==> src/rtl/fluxo_dados_jogo.sv <==
// fluxo_dados_jogo: datapath for the game control unit.
// Button conditioning, seed counter/register, werewolf modulo, player counter.
module fluxo_dados_jogo #(
    parameter int N_JOGADORES = 6,
    parameter int SEED_W      = 8,
    parameter int DEB_CICLOS  = 4,
    localparam int JW = $clog2(N_JOGADORES),
    localparam int DW = $clog2(DEB_CICLOS + 1)
) (
    input  logic          clock,
    input  logic          reset_n,
    input  logic          botao_passa,
    input  logic          rst_global,
    input  logic          zera_CS,
    input  logic          e_seed_reg,
    input  logic          zera_CJ,
    input  logic          inc_jogador,
    output logic          passa,
    output logic          CJ_fim,
    output logic [JW-1:0] jogador_atual,
    output logic [SEED_W-1:0] seed,
    output logic [JW-1:0] lobo_idx,
    output logic          papeis_ok,
    output logic          eh_lobo,
    output logic [1:0]    db_estado_mod
);

    typedef enum logic [1:0] {
        OCIOSO  = 2'd0,
        CALCULA = 2'd1,
        PRONTO  = 2'd2
    } estado_t;

    localparam logic [SEED_W-1:0] N_S = SEED_W'(N_JOGADORES);
    localparam logic [JW-1:0] ULTIMO = JW'(N_JOGADORES - 1);
    localparam logic [DW-1:0] DEB_MAX = DW'(DEB_CICLOS - 1);

    logic          sinc1;
    logic          sinc2;
    logic [DW-1:0] deb_cnt;
    logic          deb_nivel;
    logic          deb_ant;

    logic [SEED_W-1:0] cs;
    logic [SEED_W-1:0] seed_r;
    logic [SEED_W-1:0] seed_novo;
    logic [SEED_W-1:0] resto;
    logic [JW-1:0]     lobo_r;
    logic              ok_r;
    logic [JW-1:0]     cj;

    estado_t estado;
    estado_t prox;

    // 2-FF synchronizer for the raw button
    always_ff @(posedge clock or negedge reset_n) begin
        if (!reset_n) begin
            sinc1 <= 1'b0;
            sinc2 <= 1'b0;
        end else if (rst_global) begin
            sinc1 <= 1'b0;
            sinc2 <= 1'b0;
        end else begin
            sinc1 <= botao_passa;
            sinc2 <= sinc1;
        end
    end

    // Debounce: accept a new level after DEB_CICLOS equal samples
    always_ff @(posedge clock or negedge reset_n) begin
        if (!reset_n) begin
            deb_cnt   <= '0;
            deb_nivel <= 1'b0;
        end else if (rst_global) begin
            deb_cnt   <= '0;
            deb_nivel <= 1'b0;
        end else if (sinc2 != deb_nivel) begin
            if (deb_cnt == DEB_MAX) begin
                deb_cnt   <= '0;
                deb_nivel <= sinc2;
            end else begin
                deb_cnt <= deb_cnt + DW'(1);
            end
        end else begin
            deb_cnt <= '0;
        end
    end

    // Registered rising-edge pulse of the debounced level
    always_ff @(posedge clock or negedge reset_n) begin
        if (!reset_n) begin
            deb_ant <= 1'b0;
            passa   <= 1'b0;
        end else if (rst_global) begin
            deb_ant <= 1'b0;
            passa   <= 1'b0;
        end else begin
            deb_ant <= deb_nivel;
            passa   <= deb_nivel & ~deb_ant;
        end
    end

    // Free-running seed counter
    always_ff @(posedge clock or negedge reset_n) begin
        if (!reset_n) begin
            cs <= '0;
        end else if (rst_global || zera_CS) begin
            cs <= '0;
        end else begin
            cs <= cs + SEED_W'(1);
        end
    end

    // A zero seed is never stored: it becomes 1
    assign seed_novo = (cs == '0) ? SEED_W'(1) : cs;

    // Seed register capture
    always_ff @(posedge clock or negedge reset_n) begin
        if (!reset_n) begin
            seed_r <= '0;
        end else if (rst_global) begin
            seed_r <= '0;
        end else if (e_seed_reg) begin
            seed_r <= seed_novo;
        end
    end

    // Modulo FSM state register
    always_ff @(posedge clock or negedge reset_n) begin
        if (!reset_n) begin
            estado <= OCIOSO;
        end else if (rst_global) begin
            estado <= OCIOSO;
        end else begin
            estado <= prox;
        end
    end

    // Modulo FSM next state; a capture restarts from any state
    always_comb begin
        prox = estado;
        if (e_seed_reg) begin
            prox = CALCULA;
        end else begin
            unique case (estado)
                CALCULA: if (resto < N_S) prox = PRONTO;
                default: prox = estado;
            endcase
        end
    end

    // Modulo datapath: repeated subtraction, one per cycle
    always_ff @(posedge clock or negedge reset_n) begin
        if (!reset_n) begin
            resto  <= '0;
            lobo_r <= '0;
            ok_r   <= 1'b0;
        end else if (rst_global) begin
            resto  <= '0;
            lobo_r <= '0;
            ok_r   <= 1'b0;
        end else if (e_seed_reg) begin
            resto <= seed_novo;
            ok_r  <= 1'b0;
        end else if (estado == CALCULA) begin
            if (resto >= N_S) begin
                resto <= resto - N_S;
            end else begin
                lobo_r <= resto[JW-1:0];
                ok_r   <= 1'b1;
            end
        end
    end

    // Player counter, saturating at the last player
    always_ff @(posedge clock or negedge reset_n) begin
        if (!reset_n) begin
            cj <= '0;
        end else if (rst_global || zera_CJ) begin
            cj <= '0;
        end else if (inc_jogador && cj != ULTIMO) begin
            cj <= cj + JW'(1);
        end
    end

    assign jogador_atual = cj;
    assign CJ_fim        = (cj == ULTIMO);
    assign seed          = seed_r;
    assign lobo_idx      = lobo_r;
    assign papeis_ok     = ok_r;
    assign eh_lobo       = ok_r & (cj == lobo_r);
    assign db_estado_mod = estado;

endmodule

==> config.mk <==
export PLATFORM = sky130hd
export DESIGN_NAME = fluxo_dados_jogo
export DESIGN_NICKNAME = d
export VERILOG_FILES = /design/src/rtl/fluxo_dados_jogo.sv
export SDC_FILE = /design/constraint.sdc
export NUM_CORES = 1
export LEC_CHECK = 0
export BUFFER_PORTS_ARGS = -buffer_cell sky130_fd_sc_hd__clkbuf_2
export CAP_MARGIN = 20
export CORE_UTILIZATION = 25
export CTS_CLUSTER_DIAMETER = 40
export DETAILED_ROUTE_END_ITERATION = 10
export REMOVE_ABC_BUFFERS = 1
export SLEW_MARGIN = 10
export SYNTH_ARGS = -nofsm -noshare
export SYNTH_HDL_FRONTEND = slang
export SYNTH_SLANG_ARGS = --single-unit
==> constraint.sdc <==
create_clock -name clock -period 2.1 [get_ports clock]
set_input_delay 0.105 -clock clock [delete_from_list [all_inputs] [get_ports clock]]
set_output_delay 0.105 -clock clock [all_outputs]
set_load 0.01 [all_outputs]
==> results of run 1 <==
state kept, by name, indices dropped and copies added, names as in the netlist:
signal and cells:
sinc1 1, sinc2 1, lobo_idx 3, resto 8, seed 8, deb_nivel 1, papeis_ok 1, jogador_atual 3
cs 8, deb_cnt 3, db_estado_mod 2, passa 1, deb_ant 1
Yosys cell counts (4+ instances only):
cell | instances | share of area
sky130_fd_sc_hd__nor3_1 | 4 | 0.010
sky130_fd_sc_hd__nand2_1 | 13 | 0.024
sky130_fd_sc_hd__o21ai_0 | 6 | 0.015
sky130_fd_sc_hd__inv_1 | 6 | 0.011
sky130_fd_sc_hd__nor2_1 | 24 | 0.045
sky130_fd_sc_hd__a311oi_1 | 6 | 0.026
sky130_fd_sc_hd__clkbuf_1 | 7 | 0.013
sky130_fd_sc_hd__a21oi_1 | 8 | 0.020
sky130_fd_sc_hd__or3_1 | 4 | 0.013
sky130_fd_sc_hd__mux2i_1 | 10 | 0.050
sky130_fd_sc_hd__nor2b_1 | 6 | 0.019
sky130_fd_sc_hd__xor2_1 | 5 | 0.022
sky130_fd_sc_hd__ha_1 | 6 | 0.038
sky130_fd_sc_hd__dfrtp_1 | 41 | 0.51
final cells by class:
class	instances	area, um^2
clock inverters	2	10.0
repair buffers	33	185
fillers	810	5380
clock buffers	6	72.6
multi-input cells	135	900
well taps	102	128
inverters	7	26.3
flip-flops and latches	41	1030
stage by stage:
step            util  std cells  setup WS (ps)  power [mW]
2_1_floorplan      -        183            322       0.923
3_3_place_gp   0.290        316            273       0.996
3_5_place_dp   0.290        316            231       0.999
4_1_cts        0.304        326            202        1.50
5_1_grt        0.304        326            126        1.56
6_report       0.304        326            206        1.48
cells by family (layout without fill, tap and decap cells):
logic type,after synthesis,count (layout)
xor gates and xnor gates,8,8
adders and majority gates,6,6
DFF,41,41
muxes,10,10
and+or+nand+nor,71,71
buffers and inverters,16,48
AOI/OAI and AO/OA,40,40
report_power, final:
group	switching (mW)	leakage [nW]	internal [mW]	total (mW)
Clock	0.269	0.0450	0.231	0.500
Sequential	0.0243	0.561	0.809	0.833
Combinational	0.0918	0.486	0.0585	0.150
how the worst max path moves through the flow:
stage                        start       end
final                     resto[3]  resto[6]
after global routing      resto[3]  resto[7]
after CTS                 resto[3]  resto[6]
after detailed placement  resto[3]  resto[6]
after global placement    resto[3]  resto[6]
after floorplan           resto[3]  resto[6]
cells in the final DEF (no fill, tap or decap), types with 4 or more instances in the layout:
cell and n:
sky130_fd_sc_hd__a21oi_1 8, sky130_fd_sc_hd__o21ai_0 6, sky130_fd_sc_hd__clkbuf_8 5, sky130_fd_sc_hd__inv_1 6, sky130_fd_sc_hd__dfrtp_1 41, sky130_fd_sc_hd__nor2_1 24
sky130_fd_sc_hd__or3_1 4, sky130_fd_sc_hd__xor2_1 5, sky130_fd_sc_hd__ha_1 6, sky130_fd_sc_hd__nand2_1 13, sky130_fd_sc_hd__buf_4 4, sky130_fd_sc_hd__clkbuf_2 27
sky130_fd_sc_hd__a311oi_1 6, sky130_fd_sc_hd__nor3_1 4, sky130_fd_sc_hd__nor2b_1 6, sky130_fd_sc_hd__mux2i_1 10
routing by layer:
layer	part of all wire	GRT usage	vias up
li1	-	-	753
met1	0.51	0.163	723
met2	0.45	0.172	30
met3	0.037	0.0276	2
met4	0.0036	0.0304	0
met5	0	0	-
==> flow_results.org, run 1 <==
** GRT
- The first global-routing pass estimated 7.55 mm of wire.
- Vias in the first global route :: 1540
- Global route overflow :: 0
- In the global route stage, overall resource usage came out at 0.114.
- The initial antenna violation count is 0.
- Entering global routing, the biggest net connects 42 pins.

** Timing
- Clock tree skew after final layout :: 8.14 ps
- Worst hold-check slack :: 37.3 ps
- Final setup violation count :: 0
- In this run the tightest slew margin relative to its limit is 0.649.
- In the final timing run, aggregate negative setup slack is 0 ps.
- The routed design could run at a clock period as short as about 1900 ps.
- Portion of the clock cycle consumed by the worst path in the final layout :: 0.902
- Number of slew-limit violations in the final report :: 0
- Max frequency :: 528 MHz
- For the pin with the worst max-slew slack, the measured transition is around 530 ps.
- Setup repair after global routing left no endpoint under its margin.
- Number of endpoints with negative hold slack in the final report :: 0

** Yosys
- Of the total synthesized cell area, the portion taken by XOR and XNOR cells is 0.0352.
- Compound-cell area share of the yosys netlist :: 0.146
- Post-synthesis share of cell area spent on full adders, half adders and majority gates :: 0.0377
- In this run the mean area of a mapped cell was 10.4 um^2.
- In this run, synthesis produced a sequential element count of 41.
- The Yosys step of the flow raised 0 warnings.
- Number of instances in the synthesized netlist :: 192
- The portion of synthesized area spent on multiplexers is 0.0502.
- The cell area that synthesis handed to floorplanning was 1990 um^2.
- Counting flops with an async set or reset pin after synthesis yields a share of 1.00.
- The share of the Yosys chip area taken by registers is 0.515.
- Main combinational cell family by area after synthesis :: simple AND/OR/NAND/NOR gates
- In the synthesized netlist the dominant register cell turns out to be sky130_fd_sc_hd__dfrtp_1.
- Simple logic cell fraction of the synthesized area :: 0.183
- Count of flip-flops with a built-in enable after synthesis :: 0
- Yosys cell types :: 44

** Detailed routing
- Via/cell ratio :: 4.63
- Before antenna repair, the detailed router went through 4 iterations.
- Vias :: between 1500 and 2000
- Antenna-violating nets left :: 0
- 1st-iter DRT viols :: 90
- Average wire per standard cell :: 12.8 um
- Summed over all layers, the routed wires come to 4.18 mm.
- Count of unresolved DRC violations after routing :: 0

** Floorplanning
- The floorplan step set the die width to 91.3 um.
- The floorplan step defined a core boundary enclosing 7730 um^2.
- The die is 91.3 um tall.
- The die covers 8330 um^2.
- In this run the count of I/O pins placed on the die edge is 28.
- Row count :: 32
- For this configuration, the core starts out at a cell density of 0.258.

** Worst setup path
- Destination of the worst register-to-register timing path :: resto[6]
- STA classifies the critical path endpoint as a register.
- Biggest fanout along the worst timing path :: 9
- Worst setup SP type :: register
- Stage delay of the slowest cell on the critical path :: about 590 ps
- Critical path's top delay family :: simple AND/OR/NAND/NOR gates
- Setup slack on the worst reg-to-reg path comes out at 210 ps.
- Cells traversed along the worst timing path :: or4b_4 > or4_1 > a311oi_1
- Required time of the critical path :: 2290 ps
- The worst setup path is of the register to register kind.
- Length in cells of the worst reg-to-reg path :: 3
- Worst-path cell with the longest stage delay :: sky130_fd_sc_hd__or4b_4
- Counting buffers and inverters, the worst setup path is 3 cells deep.
- In this run the critical register-to-register path is launched from resto[3].
- Together, buffers and inverters on the worst path number 0.
- Data arrives at the worst endpoint at 2080 ps.

** Power
- The worst-case IR drop observed on VDD is 0.000267 V.
- Pwr/cell area :: between 600 and 700 nW/um^2
- In this run the static leakage power is 1.09 nW.

** Final layout
- Antenna diode instance count :: 0
- Net count, final :: 237
- With fillers left out, the area of the finished cells amounts to 2350 um^2.
- The area growth from synthesis to layout is 17.8%.
- In the final layout, the share of cells above drive strength 1 is 0.188.

** Placement
- After detailed placement, the total cell area comes to 2240 um^2.
- The HPWL after detailed placement is 3.01 mm.
- Number of port buffers :: 27
- Routability-driven placement finished with a final weighted congestion of 0.803.

** Min path
- Sink of the worst hold path :: sinc1
- The min-delay analysis places its worst path in the category primary input to register.
- In this run the most critical hold path is launched from botao_passa.
- Hold depth :: 2

** Clock network
- Clock tree root driver cell :: sky130_fd_sc_hd__clkbuf_8
- Clock slew at reported path FFs :: 80 ps
- The clock tree synthesis step divided the H-tree into 2 levels.
- CTS tree :: done
- Number of gates resized after cts :: 0
- Clock tree sinks :: 41
- Post-CTS Setup Repair Bufs :: 0
- CTS Buf Count :: 5
- In this run, post-CTS hold repair placed 2 buffers.
- At the later pin of the worst-skew pair, clock insertion delay measures slightly below 300 ps.
- Largest buffer count on any clock path :: 2

** Run
- The tool flagged a number of max-cap violations equal to 0.

** Run status
- Run status :: complete, no violations
Note: power is estimated with default switching activity, not from simulation.
==> inputs of run 2 (changes only) <==
Settings changed: CTS_BUF_LIST from default to sky130_fd_sc_hd__clkbuf_4 sky130_fd_sc_hd__clkbuf_8.
==> run 2 against run 1 <==
Compared with the run above:
- maximum frequency about the same
- first-iteration DRC count decreased by 10%
- design area grew 0.16%
- sequential power about the same
- worst setup slack better by 0.54 ps
- routed wire length hardly changed
- register-to-register slack about the same
- core utilization barely moved
- clock-buffer cell count is the same
- die area unchanged
- combinational power about the same
- global-route usage did not move
==> flow_results.org, run 2 (synthesis gave the netlist of run 1 again) <==
** Clock network
- Largest buffer count on any clock path :: 2
- Clock slew at reported path FFs :: about 80 ps
- Number of levels the H-tree was split into :: 2
- In this run, post-CTS repair resized a total of 0 instances.
- Post-CTS Setup Repair Bufs :: 0
- CTS tree :: done
- The later pin in the worst-skew pair is clocked with a latency of 290 ps.
- The tree is rooted in a sky130_fd_sc_hd__clkbuf_8.
- The clock net in this run drives a total of 41 sinks.
- CTS Buf Count :: 5

** Detailed routing
- Count of unresolved DRC violations after routing :: 0
- DRT Wirelength :: roughly 4.2 mm
- The first detailed-routing pass took 4 iterations.
- For this block, the initial DRC count from the detailed router was 81.
- Met1 Routed Length :: 2.12 mm
- In the final routed layout, each cell accounts on average for around 13 um.
- Via/cell ratio :: between 4 and 5
- Antenna-violating nets left :: 0
- Vias :: around 1500
- After detailed routing, the met3 layer carries 144 um of wire.
- The highest metal layer carrying signal wires in the routed design is met4.
- Summed over all nets, wire length on met2 after detailed routing comes to 1.90 mm.

** Timing
- Transition time at the pin with the least slew margin :: 522 ps
- Portion of the clock cycle consumed by the worst path in the final layout :: 0.902
- The number of max-slew violations in the final report came to 0.
- Setup repair after global routing missed its margin :: false
- Worst hold-check slack :: approximately 37 ps
- Number of endpoints with negative hold slack in the final report :: 0
- Max frequency :: 528 MHz
- Setup violations remaining at the end of the flow were counted as 0.
- Adding up every negative setup slack in the final design gives 0 ps.
- Slew HR :: 0.652
- Clock period minus worst slack :: 1890 ps
- The clock arrives with between 7 and 8 ps of skew.

** Worst setup path
- STA puts the critical path data required time at 2290 ps.
- Counting both buffers and inverters, the worst setup path holds a total of 0.
- Critical path's top delay family :: simple AND/OR/NAND/NOR gates
- Start-to-end type of the worst setup path :: register to register
- STA classifies the critical path startpoint as a register.
- Of all nets on the critical path, the largest fanout is 9.
- Counting buffers and inverters, the worst setup path is 3 cells deep.
- Among all stages on the critical path, the largest delay is contributed by sky130_fd_sc_hd__or4b_4.
- Reg2reg setup slack :: 210 ps
- Counting cells, the worst reg-to-reg path comes to 3.
- Arrival time reported for the critical path endpoint :: 2080 ps
- Cells traversed along the worst timing path :: or4b_4 > or4_1 > a311oi_1
- The worst setup path is captured at a register.
- Stage delay of the slowest cell on the critical path :: between 500 and 600 ps

** Placement
- GP Congestion :: 0.803
- After legalization and detailed placement, the total HPWL measured 3.01 mm.
- Number of port buffers :: 27

** Power
- Highest ir drop seen on vdd :: 0.000255 V
- Final total power :: 1.50 mW
- Pwr/cell area :: 636 nW/um^2
- Leakage :: 1.10 nW

** Final layout
- Final core utilization :: 0.304
- Antenna diode instance count :: 0
- Relative to the synthesized area, the layout overhead comes to 18.0%.
- Leaving out fill and tap cells, the most frequent cell in the layout is sky130_fd_sc_hd__dfrtp_1.
- Net count, final :: approximately 240
- Fraction of layout cells with a size suffix above 1 :: 0.192
- Leaving out fill and tap cells, the most frequent cells in the layout are 41 x sky130_fd_sc_hd__dfrtp_1, 27 x sky130_fd_sc_hd__clkbuf_2, 24 x sky130_fd_sc_hd__nor2_1, 13 x sky130_fd_sc_hd__nand2_1, 10 x sky130_fd_sc_hd__mux2i_1.

** Run status
- The flow ran to the end, and the final reports show no timing, DRC or antenna violations.

** GRT
- Vias in the first global route :: 1540
- First-pass GRT wire length :: 7.55 mm
- Pin count of the biggest net entering global routing :: 42
- The initial antenna violation count was 0.
- Global route overflow :: 0
- GR Util All Layers :: 0.114

** Floorplanning
- 28 I/O pins were placed.
- Measured along the x axis, the die boundary spans just over 90 um.
- Core area :: 7730 um^2
- After floorplanning, the core was divided into 32 placement rows.
- Starting Density :: 0.258
- From bottom edge to top edge, the die measures 91.3 um.
- Total die area :: 8330 um^2

** Run
- Number of max-cap violations :: 0

** Min path
- The worst hold path passes through 2 cells.
- In this run the worst hold path is classified as primary input to register.
## run 2: worst paths after layout
path | from | end
max in group asynchronous | reset_n | jogador_atual[1]
min in group asynchronous | reset_n | db_estado_mod[0]
setup reg to reg | resto[3] | resto[6]
setup / recovery | resto[3] | resto[6]
hold / removal | botao_passa | sinc1
hold reg to reg | deb_ant | passa
## run 2: timing repair
item | in CTS | in global routing
setup endpoints to repair | 0 | 0
hold buffers | 2 | 0
endpoints found under the hold margin | 42 | 0
## run 2: worst register-to-register path: cells and delay by family (launching register included)
family / cells / cell delay, ps
compound gates: 1 / 270
simple gates: 2 / 1080
flops: 1 / 440
## run 2: through the flow
step | instances | area (um^2) | setup slack (ps)
final | 326 | 2350 | 206
after global routing | 326 | 2350 | 125
after CTS | 326 | 2350 | 201
after detailed placement | 316 | 2240 | 231
after global placement | 316 | 2240 | 273
after floorplan | 183 | 1950 | 322
## run 2: final cells by class
cell class                      instances  area [um^2]
Timing Repair Buffer                   33          185
Fill cell                             809         5380
Multi-Input combinational cell        135          900
Tap cell                              102          128
Clock buffer                            6         76.3
Inverter                                7         26.3
Sequential cell                        41         1030
Clock inverter                          2         10.0
## run 2: power by group
| part | switching [mW] | internal (mW) | leakage [nW] | total [mW] |
|---|---|---|---|---|
| Sequential | 0.0242 | 0.809 | 0.561 | 0.833 |
| Combinational | 0.0916 | 0.0585 | 0.486 | 0.150 |
| Clock | 0.269 | 0.243 | 0.0484 | 0.512 |
| Total | 0.385 | 1.11 | 1.10 | 1.50 |
## run 2: routing by layer
layer  track usage  up-vias
met1         0.163      727
met3        0.0276        2
li1              -      752
met5             0        -
met2         0.172       30
met4        0.0304        0
